$ cat src/rtl/count_ctrl_pkg.sv
// Shared types for the count session controller: session FSM states, event
// direction codes and the round-robin pointer encoding.
`timescale 1ns/1ps
package count_ctrl_pkg;

    typedef enum logic [1:0] {
        IDLE   = 2'd0,
        ARMED  = 2'd1,
        ACTIVE = 2'd2,
        DONE   = 2'd3
    } sess_state_t;

    localparam logic DIR_UP   = 1'b1;
    localparam logic DIR_DOWN = 1'b0;

    // Pointer names the requester that wins the next tie.
    typedef enum logic {
        PTR_A = 1'b0,
        PTR_B = 1'b1
    } arb_ptr_t;

    localparam int REQ_A = 0;
    localparam int REQ_B = 1;

endpackage

$ cat src/rtl/rr_arb2.sv
// Two-input round-robin arbiter: combinational one-hot grant from the current
// pointer; the pointer flips to the other requester whenever advance is high.
`timescale 1ns/1ps
module rr_arb2
    import count_ctrl_pkg::*;
(
    input  logic       Clk100M,
    input  logic       reset,
    input  logic [1:0] req,
    input  logic       advance,
    output logic [1:0] grant
);

    arb_ptr_t ptr_q;

    always_ff @(posedge Clk100M or posedge reset) begin
        if (reset) begin
            ptr_q <= PTR_A;
        end else if (advance) begin
            ptr_q <= grant[REQ_A] ? PTR_B : PTR_A;
        end
    end

    always_comb begin
        grant = 2'b00;
        if (ptr_q == PTR_A) begin
            if (req[REQ_A])      grant[REQ_A] = 1'b1;
            else if (req[REQ_B]) grant[REQ_B] = 1'b1;
        end else begin
            if (req[REQ_B])      grant[REQ_B] = 1'b1;
            else if (req[REQ_A]) grant[REQ_A] = 1'b1;
        end
    end

endmodule

$ cat src/rtl/count_session_ctrl.sv
// Session controller and A/B arbiter for the up/down user counter, with a
// saturating shadow count. Define SESSION_TIMEOUT_EN to enable the idle auto-stop.
`timescale 1ns/1ps
module count_session_ctrl
    import count_ctrl_pkg::*;
#(
    parameter int CNT_W     = 8,
    parameter int MAX_COUNT = 255
`ifdef SESSION_TIMEOUT_EN
    ,
    parameter int TIMEOUT_CYCLES = 100000000
`endif
) (
    input  logic             Clk100M,
    input  logic             reset,
    input  logic             sess_start,
    input  logic             sess_stop,
    input  logic             a_req,
    input  logic             a_dir,
    output logic             a_ack,
    input  logic             b_req,
    input  logic             b_dir,
    output logic             b_ack,
    output logic             ctr_start,
    output logic             ctr_stop,
    output logic             ctr_up,
    output logic             ctr_down,
    output logic [CNT_W-1:0] sess_count,
    output logic [1:0]       state,
    output logic             evt_rej,
    output logic             timed_out
);

    sess_state_t      state_q, state_d;
    logic             start_go, stop_go, tmo_go, end_go, grant_en;
    logic [1:0]       arb_req, grant;
    logic             dir_sel;
    logic             a_ack_d, b_ack_d, ctr_start_d, ctr_stop_d;
    logic             ctr_up_d, ctr_down_d, evt_rej_d;
    logic [CNT_W-1:0] count_d;

    assign start_go = (state_q == IDLE || state_q == DONE) && sess_start;
    assign stop_go  = (state_q == ACTIVE) && sess_stop;
    assign end_go   = stop_go | tmo_go;
    assign state    = state_q;

    // Handshake: a requester holds req (and a stable dir) until it sees a
    // one-cycle ack; the acking cycle masks that req so it is never granted twice.
    assign grant_en = (state_q == IDLE) || (state_q == DONE) ||
                      ((state_q == ACTIVE) && !end_go);
    assign arb_req  = {b_req & ~b_ack, a_req & ~a_ack} & {2{grant_en}};

    rr_arb2 u_arb (
        .Clk100M (Clk100M),
        .reset   (reset),
        .req     (arb_req),
        .advance (|grant),
        .grant   (grant)
    );

    always_ff @(posedge Clk100M or posedge reset) begin
        if (reset) state_q <= IDLE;
        else       state_q <= state_d;
    end

    always_comb begin
        state_d = state_q;
        case (state_q)
            IDLE, DONE: if (start_go) state_d = ARMED;
            ARMED:      state_d = ACTIVE;
            ACTIVE:     if (end_go) state_d = DONE;
            default:    state_d = IDLE;
        endcase
    end

    // Events outside ACTIVE, or that would push the shadow count past a bound,
    // are still acked so requesters never stall, but flagged as rejected.
    always_comb begin
        a_ack_d     = grant[REQ_A];
        b_ack_d     = grant[REQ_B];
        ctr_start_d = start_go;
        ctr_stop_d  = end_go;
        ctr_up_d    = 1'b0;
        ctr_down_d  = 1'b0;
        evt_rej_d   = 1'b0;
        count_d     = sess_count;
        dir_sel     = grant[REQ_B] ? b_dir : a_dir;
        if (|grant) begin
            if (state_q != ACTIVE) begin
                evt_rej_d = 1'b1;
            end else if (dir_sel == DIR_UP) begin
                if (sess_count == CNT_W'(MAX_COUNT)) begin
                    evt_rej_d = 1'b1;
                end else begin
                    ctr_up_d = 1'b1;
                    count_d  = sess_count + CNT_W'(1);
                end
            end else if (dir_sel == DIR_DOWN) begin
                if (sess_count == '0) begin
                    evt_rej_d = 1'b1;
                end else begin
                    ctr_down_d = 1'b1;
                    count_d    = sess_count - CNT_W'(1);
                end
            end
        end
        if (start_go) count_d = '0;
    end

    always_ff @(posedge Clk100M or posedge reset) begin
        if (reset) begin
            a_ack      <= 1'b0;
            b_ack      <= 1'b0;
            ctr_start  <= 1'b0;
            ctr_stop   <= 1'b0;
            ctr_up     <= 1'b0;
            ctr_down   <= 1'b0;
            evt_rej    <= 1'b0;
            sess_count <= '0;
        end else begin
            a_ack      <= a_ack_d;
            b_ack      <= b_ack_d;
            ctr_start  <= ctr_start_d;
            ctr_stop   <= ctr_stop_d;
            ctr_up     <= ctr_up_d;
            ctr_down   <= ctr_down_d;
            evt_rej    <= evt_rej_d;
            sess_count <= count_d;
        end
    end

`ifdef SESSION_TIMEOUT_EN
    localparam int TMR_W = $clog2(TIMEOUT_CYCLES + 1);

    logic [TMR_W-1:0] timer_q;
    logic             timed_out_q;

    assign tmo_go    = (state_q == ACTIVE) && (timer_q == TMR_W'(TIMEOUT_CYCLES - 1));
    assign timed_out = timed_out_q;

    // Only accepted events count as activity; rejected ones let the timer run.
    always_ff @(posedge Clk100M or posedge reset) begin
        if (reset) begin
            timer_q     <= '0;
            timed_out_q <= 1'b0;
        end else begin
            if (start_go || ctr_up_d || ctr_down_d) timer_q <= '0;
            else if (state_q == ACTIVE)             timer_q <= timer_q + TMR_W'(1);
            if (start_go)                   timed_out_q <= 1'b0;
            else if (tmo_go && !stop_go)    timed_out_q <= 1'b1;
        end
    end
`else
    assign tmo_go    = 1'b0;
    assign timed_out = 1'b0;
`endif

endmodule

$ cat config.mk
export PLATFORM = sky130hd
export DESIGN_NAME = count_session_ctrl
export DESIGN_NICKNAME = d
export VERILOG_FILES = /design/src/rtl/count_ctrl_pkg.sv /design/src/rtl/rr_arb2.sv /design/src/rtl/count_session_ctrl.sv
export SDC_FILE = /design/constraint.sdc
export NUM_CORES = 1
export LEC_CHECK = 0
export BUFFER_PORTS_ARGS = -buffer_cell sky130_fd_sc_hd__buf_2
export CAP_MARGIN = 0
export CELL_PAD_IN_SITES_DETAIL_PLACEMENT = 1
export CELL_PAD_IN_SITES_GLOBAL_PLACEMENT = 1
export CORE_ASPECT_RATIO = 0.5
export CORE_MARGIN = 5
export CORE_UTILIZATION = 40
export CTS_BUF_LIST = sky130_fd_sc_hd__clkbuf_4 sky130_fd_sc_hd__clkbuf_8
export DETAILED_ROUTE_END_ITERATION = 7
export GPL_TIMING_DRIVEN = 1
export PLACE_DENSITY_LB_ADDON = 0.1
export SYNTH_ARGS = -nofsm -noshare
export SYNTH_HDL_FRONTEND = slang
export SYNTH_SLANG_ARGS = --single-unit
$ cat constraint.sdc
create_clock -name Clk100M -period 6.1 [get_ports Clk100M]
set_input_delay 0.915 -clock Clk100M [delete_from_list [all_inputs] [get_ports Clk100M]]
set_output_delay 0.915 -clock Clk100M [all_outputs]
set_load 0.005 [all_outputs]
Word level (Yosys, flattened, before mapping)
Index checks and enable logic that the tools add are counted.
Operators by class
  muxes and demuxes: 29
  $add $sub $neg: 2
  bitwise gates (word level): 5
  reduce and logical (&&, ||, !) cells: 13
  equal/unequal tests: 10
Operator list (count)
  8-bit 2-to-1 mux: 6
  1-bit 2-to-1 mux: 19
  8-bit by 1-bit adder with 8-bit output (second input constant): 1
  8-bit == test (second input constant): 1
  8-bit zero test: 1
  2-bit inequality test (second input constant): 4
  8-bit by 1-bit subtractor with 8-bit output (second input constant): 1
  2-bit 2-to-1 mux: 3
  3-bit inequality test (second input constant): 2
  2-bit one-hot mux with 3 select lines: 1
  2-bit == test (second input constant): 2
  4-bit AND reduction: 1
  2-bit OR reduction: 2
  1-bit logical AND: 3
  1-bit bitwise AND: 2
  2-bit bitwise AND: 1
  2-bit by 1-bit == test with 1-bit output (second input constant): 1
  2-bit zero test: 1
  1-bit logical OR: 2
  1-bit NOT: 2
  2-bit AND reduction: 1
  2-bit nonzero test: 1
  1-bit zero test: 1
Storage, ports and cells
  output and inout bits: 18
  bits in registers: 18
  input bits: 8

Logic depth before layout (Yosys ltp)
  depth in word-level cells: 14
  gate-level depth with buffers: 13

Hierarchy
From an unflattened synthesis, not the netlist that was laid out.
Unflattened totals
  cells, all modules: 119
  area total of the unflattened synthesis: 1132.3 µm²
Modules (own cells, without submodules)
  count_session_ctrl: area an instance 1066.0 µm², cells each 113, times used 1, sequential area each 425.4 µm²
  rr_arb2: area an instance 66.3 µm², cells each 6, times used 1, sequential area each 25.0 µm²

Least setup slack after synthesis
No wires, ideal clock.
  kind: in2reg
  start: input sess_stop
  end: register sess_count[4]
  arrival: 3233 ps
  buffers on the path: 1
  library setup time: 118 ps
  stages on the path: 11
  slack: 2749 ps
  cell sequence: nand2b_1 a2111o_1 o21a_2 buf_6 xor2_1 ha_1 o31a_1 o21a_1 or3b_2 xnor2_1 and2b_1
On the way
  longest elaborated chain between the ends: 13
  elaborated cells on any way between the ends: 20
Ends and longest elaborated chain
  from (decl): line count_session_ctrl.sv:17  | input logic sess_stop,
  1-bit logical AND (*): line count_session_ctrl.sv:43  | assign stop_go = (state_q == ACTIVE) && sess_stop;
  1-bit zero test (*): line count_session_ctrl.sv:50  | ((state_q == ACTIVE) && !end_go);
  1-bit logical AND (*): line count_session_ctrl.sv:50
  1-bit logical OR (*): line count_session_ctrl.sv:49  | assign grant_en = (state_q == IDLE) || (state_q == DONE) ||
  2-bit bitwise AND (*): line count_session_ctrl.sv:51  | assign arb_req = {b_req & ~b_ack, a_req & ~a_ack} & {2{grant_en}};
  1-bit 2-to-1 mux: line rr_arb2.sv:28, rr_arb2.sv:30
  1-bit 2-to-1 mux: line rr_arb2.sv:27  | if (req[REQ_A]) grant[REQ_A] = 1'b1;
  2-bit 2-to-1 mux (*): line rr_arb2.sv:26  | if (ptr_q == PTR_A) begin
  1-bit 2-to-1 mux: line count_session_ctrl.sv:87  | dir_sel = grant[REQ_B] ? b_dir : a_dir;
  8-bit 2-to-1 mux: line count_session_ctrl.sv:91  | end else if (dir_sel == DIR_UP) begin
  8-bit 2-to-1 mux: line count_session_ctrl.sv:89  | if (state_q != ACTIVE) begin
  8-bit 2-to-1 mux: line count_session_ctrl.sv:88  | if (|grant) begin
  8-bit 2-to-1 mux: line count_session_ctrl.sv:107  | if (start_go) count_d = '0;
  to (signal assigned): line count_session_ctrl.sv:128  | sess_count <= count_d;
  to (decl): line count_session_ctrl.sv:28  | output logic [CNT_W-1:0] sess_count,
Mark *: on every way between the ends. The rest lies on a longest branch, timed or not. The select of a mux whose other input is x is not followed.
A chain may end at the register's enable or synchronous reset.

Worst setup path after layout
  start: input sess_stop
  end: register sess_count[4]
On the way
  longest elaborated chain between the ends: 13
  elaborated cells on any way between the ends: 20
Ends and longest elaborated chain
  1-bit logical AND (*): line count_session_ctrl.sv:43
  1-bit zero test (*): line count_session_ctrl.sv:50
  1-bit logical AND (*): line count_session_ctrl.sv:50
  1-bit logical OR (*): line count_session_ctrl.sv:49
  2-bit bitwise AND (*): line count_session_ctrl.sv:51
  1-bit 2-to-1 mux: line rr_arb2.sv:28, rr_arb2.sv:30
  1-bit 2-to-1 mux: line rr_arb2.sv:27
  2-bit 2-to-1 mux (*): line rr_arb2.sv:26
  named net grant[1]: line count_session_ctrl.sv:36  | logic [1:0] arb_req, grant;
  1-bit 2-to-1 mux: line count_session_ctrl.sv:87
  8-bit 2-to-1 mux: line count_session_ctrl.sv:91
  8-bit 2-to-1 mux: line count_session_ctrl.sv:89
  8-bit 2-to-1 mux: line count_session_ctrl.sv:88
  8-bit 2-to-1 mux: line count_session_ctrl.sv:107
Mark *: on every way through the listed nets, which the timed path passes. The rest lies on a longest branch. The select of a mux whose other input is x is not followed.

==> reports/metrics.cfg <==
[status]
status = completed

[critical_path]
worstPathRequired_ns = 6.26
start_kind = input port
crit_type = in -> reg
slowest_delay_ns = 0.82
rr_startpoint = state[0]
crit_arrival_ns = 3.60
reg2reg_slack_ns = 2.76
path_cells = buf_2, nand2b_1, a211oi_1, o21a_2, mux2i_1, or3b_2, xnor2_1, and2b_1
worst_path_max_delay_cell = mux2i_1
crit_fanout = 13
worstSetupEndpointType = flip-flop
r2r_cells = 9
reg2reg_to = sess_count[4]

[global_route]
antenna_found_initial = 0
overflow = 0
track_usage_pct = 14.4
grt_max_degree = 19
grt_pass1_vias = 855
grt_pass1_wl_mm = 4.28

[place]
placed_area_um2 = 1260
place_ws_ns = 2.36
hpwl_mm = 2.04
gp_congestion = 0.811
portBuffers = 24

[drt]
drcViolationCount = 0
post_drt_wl_per_cell_um = 15.2
vias = 944
final_antenna_net_count = 0
drtIter0Drc = 13
routed_via_density = 5.33
drt_pre_antenna_iters = 4
wirelength_mm = 2.69

[timing]
max_slew_margin_pct = 35.5
tns_ns = 0
hold_viol_final = 0
finalCritPeriodShare_pct = 56.4
finClkSkew_ns = 0.0108
rsz0062_at_grt = no
worstMarginPinSlew_ns = 0.940
setup_viol = 0
final_max_slew_viol_count = 0
fmax_mhz = 291
hold_ws_ns = 0.495
fin_crit_ns = 3.44
setup_ws_ns = 2.66

[finish]
diodes = 0
mostFrequentLayoutCells = buf_2 (24), dfrtp_1 (18), nor2_1 (10)
fillCellCount = 343
area_growth_pct = 17.0
fin_area_um2 = 1310
final_common_cell = buf_2
post-route-util_pct = 49.8
nets = 155
drive_gt1_share_pct = 25.7

[clocking]
clock_path_buffers = 2
post_cts_resized = 0
cts.htree.levels = 1
worstSkewPairLatency_ns = 0.26
clk_pin_slew_ns = 0.08
post-cts-setup-buffers = 0
clockRootBuffer = clkbuf_8
cts_tree = done
cts.sinks = 18
cts_hold_buf = 0
cts_buffers = 3

[floorplanning]
initial_core_util_pct = 42.5
die_h_um = 47.4
die_w_um = 84.9
core-area_um2 = 2640
num_rows = 13
io-pin-count = 26
dieArea_um2 = 4030

[synthesis]
avgSynthCellArea_um2 = 9.58
synth_nets = 131
ys_async_sr_fraction_pct = 100
ys_warn_count = 0
yosysSeqAreaShare_pct = 40.2
netlist_area_um2 = 1120
synth_cell_types = 43
ys_ff_latch = 18
netlist_instances = 117
ys_dominant_reg_cell = dfrtp_1
synth_edf_count = 0

[pwr]
p_seq_share_pct = 32.3
p_int_mw = 0.391
switching_share_pct = 43.1
power.share.clock_pct = 14.6
p_per_area_nw_per_um2 = 524
switchingPower_mw = 0.296
leakagePower_nw = 0.669
power_frac_comb_pct = 53.1
peakVddDrop_mv = 0.202

[hold_path]
hold_depth = 1
hold_path_end = a_ack
min_from = u_arb.ptr_q
min_path_type = reg -> reg

[job]
maxCapViolations = 0

-- final cells by class --
type | count | area [um2] | share of cell area [%]
multi-input combinational | 86 | 609 | 46.5
sequential | 18 | 450 | 34.4
timing repair buffer | 24 | 120 | 9.16
clock buffer | 4 | 55.1 | 4.20
tap | 37 | 46.3 | 3.53
inverter | 8 | 30.0 | 2.29
-- sequential cells by signal, indices dropped and copies added (netlist names) --
signal       flops
ctr_stop         1
u_arb.ptr_q      1
ctr_up           1
b_ack            1
evt_rej          1
sess_count       8
a_ack            1
ctr_start        1
ctr_down         1
state            2
-- worst max-delay path by stage --
stage                    from             to  slack [ns]  depth (start not counted)
floorplan           sess_stop  sess_count[4]        2.75                         11
global placement    sess_stop  sess_count[4]        2.39                          8
detailed placement  sess_stop  sess_count[4]        2.36                          8
CTS                 sess_stop  sess_count[4]        2.63                          8
global route        sess_stop  sess_count[4]        2.50                          8
finish              sess_stop  sess_count[4]        2.66                          8
-- metrics by stage --
stage          power [mW]  std cells
2_1_floorplan       0.483        117
3_3_place_gp        0.584        173
3_5_place_dp        0.587        173
4_1_cts             0.693        177
5_1_grt             0.748        177
6_report            0.687        177
-- routing by layer --
layer / up-vias / part of all wire, % / track usage (%)
met2: 31 / 43 / 22.9
met1: 457 / 50 / 19.2
met3: 2 / 6.7 / 4.64
met4: 0 / 0.37 / 4.73
met5: - / 0 / 0
li1: 454 / - / -
-- cell families after synthesis --
logic type / count (synthesis) / synth area share [%]
AO/OA/AOI/OAI: 27 / 17.9
XOR/XNOR: 6 / 4.69
adder cells (fa/ha/maj): 6 / 6.70
buffers and inverters: 13 / 5.47
flip-flops: 18 / 40.2
multiplexers: 7 / 6.47
other: 1 / 0.335
AND/OR/NAND/NOR: 39 / 18.3
-- critical path, delay by kind of cell --
family          cells  cell delay [ns]
simple gates        3             0.83
mux                 1             0.82
buf+inv             1             0.12
xor+xnor            1             0.13
compound gates      2             0.78
-- power by group through the flow --
stage | combinational [mW] | sequential [mW] | clock [mW]
final | 0.365 | 0.222 | 0.100
after global routing | 0.408 | 0.230 | 0.110
after CTS | 0.368 | 0.222 | 0.103
after detailed placement | 0.364 | 0.223 | 0
after global placement | 0.361 | 0.223 | 0
after floorplan | 0.273 | 0.210 | 0
-- synthesized netlist by cell type (all sizes together), types with 2 or more instances --
master | number | area share (%)
nor3 | 3 | 1.8
ha | 6 | 6.7
o21a | 3 | 2.1
clkbuf | 2 | 0.67
nor2b | 3 | 1.7
inv | 8 | 2.7
nand2b | 3 | 1.7
mux2i | 5 | 4.5
xor2 | 4 | 3.1
xnor2 | 2 | 1.6
dfrtp | 18 | 40
and2 | 2 | 1.1
nand2 | 8 | 2.7
o21ai | 7 | 3.1
mux2 | 2 | 2.0
o31a | 2 | 1.6
buf | 3 | 2.1
nor4 | 2 | 1.1
a211oi | 4 | 3.1
a21oi | 3 | 1.3
nor2 | 10 | 3.3
Power figures use the tool's default switching activity.
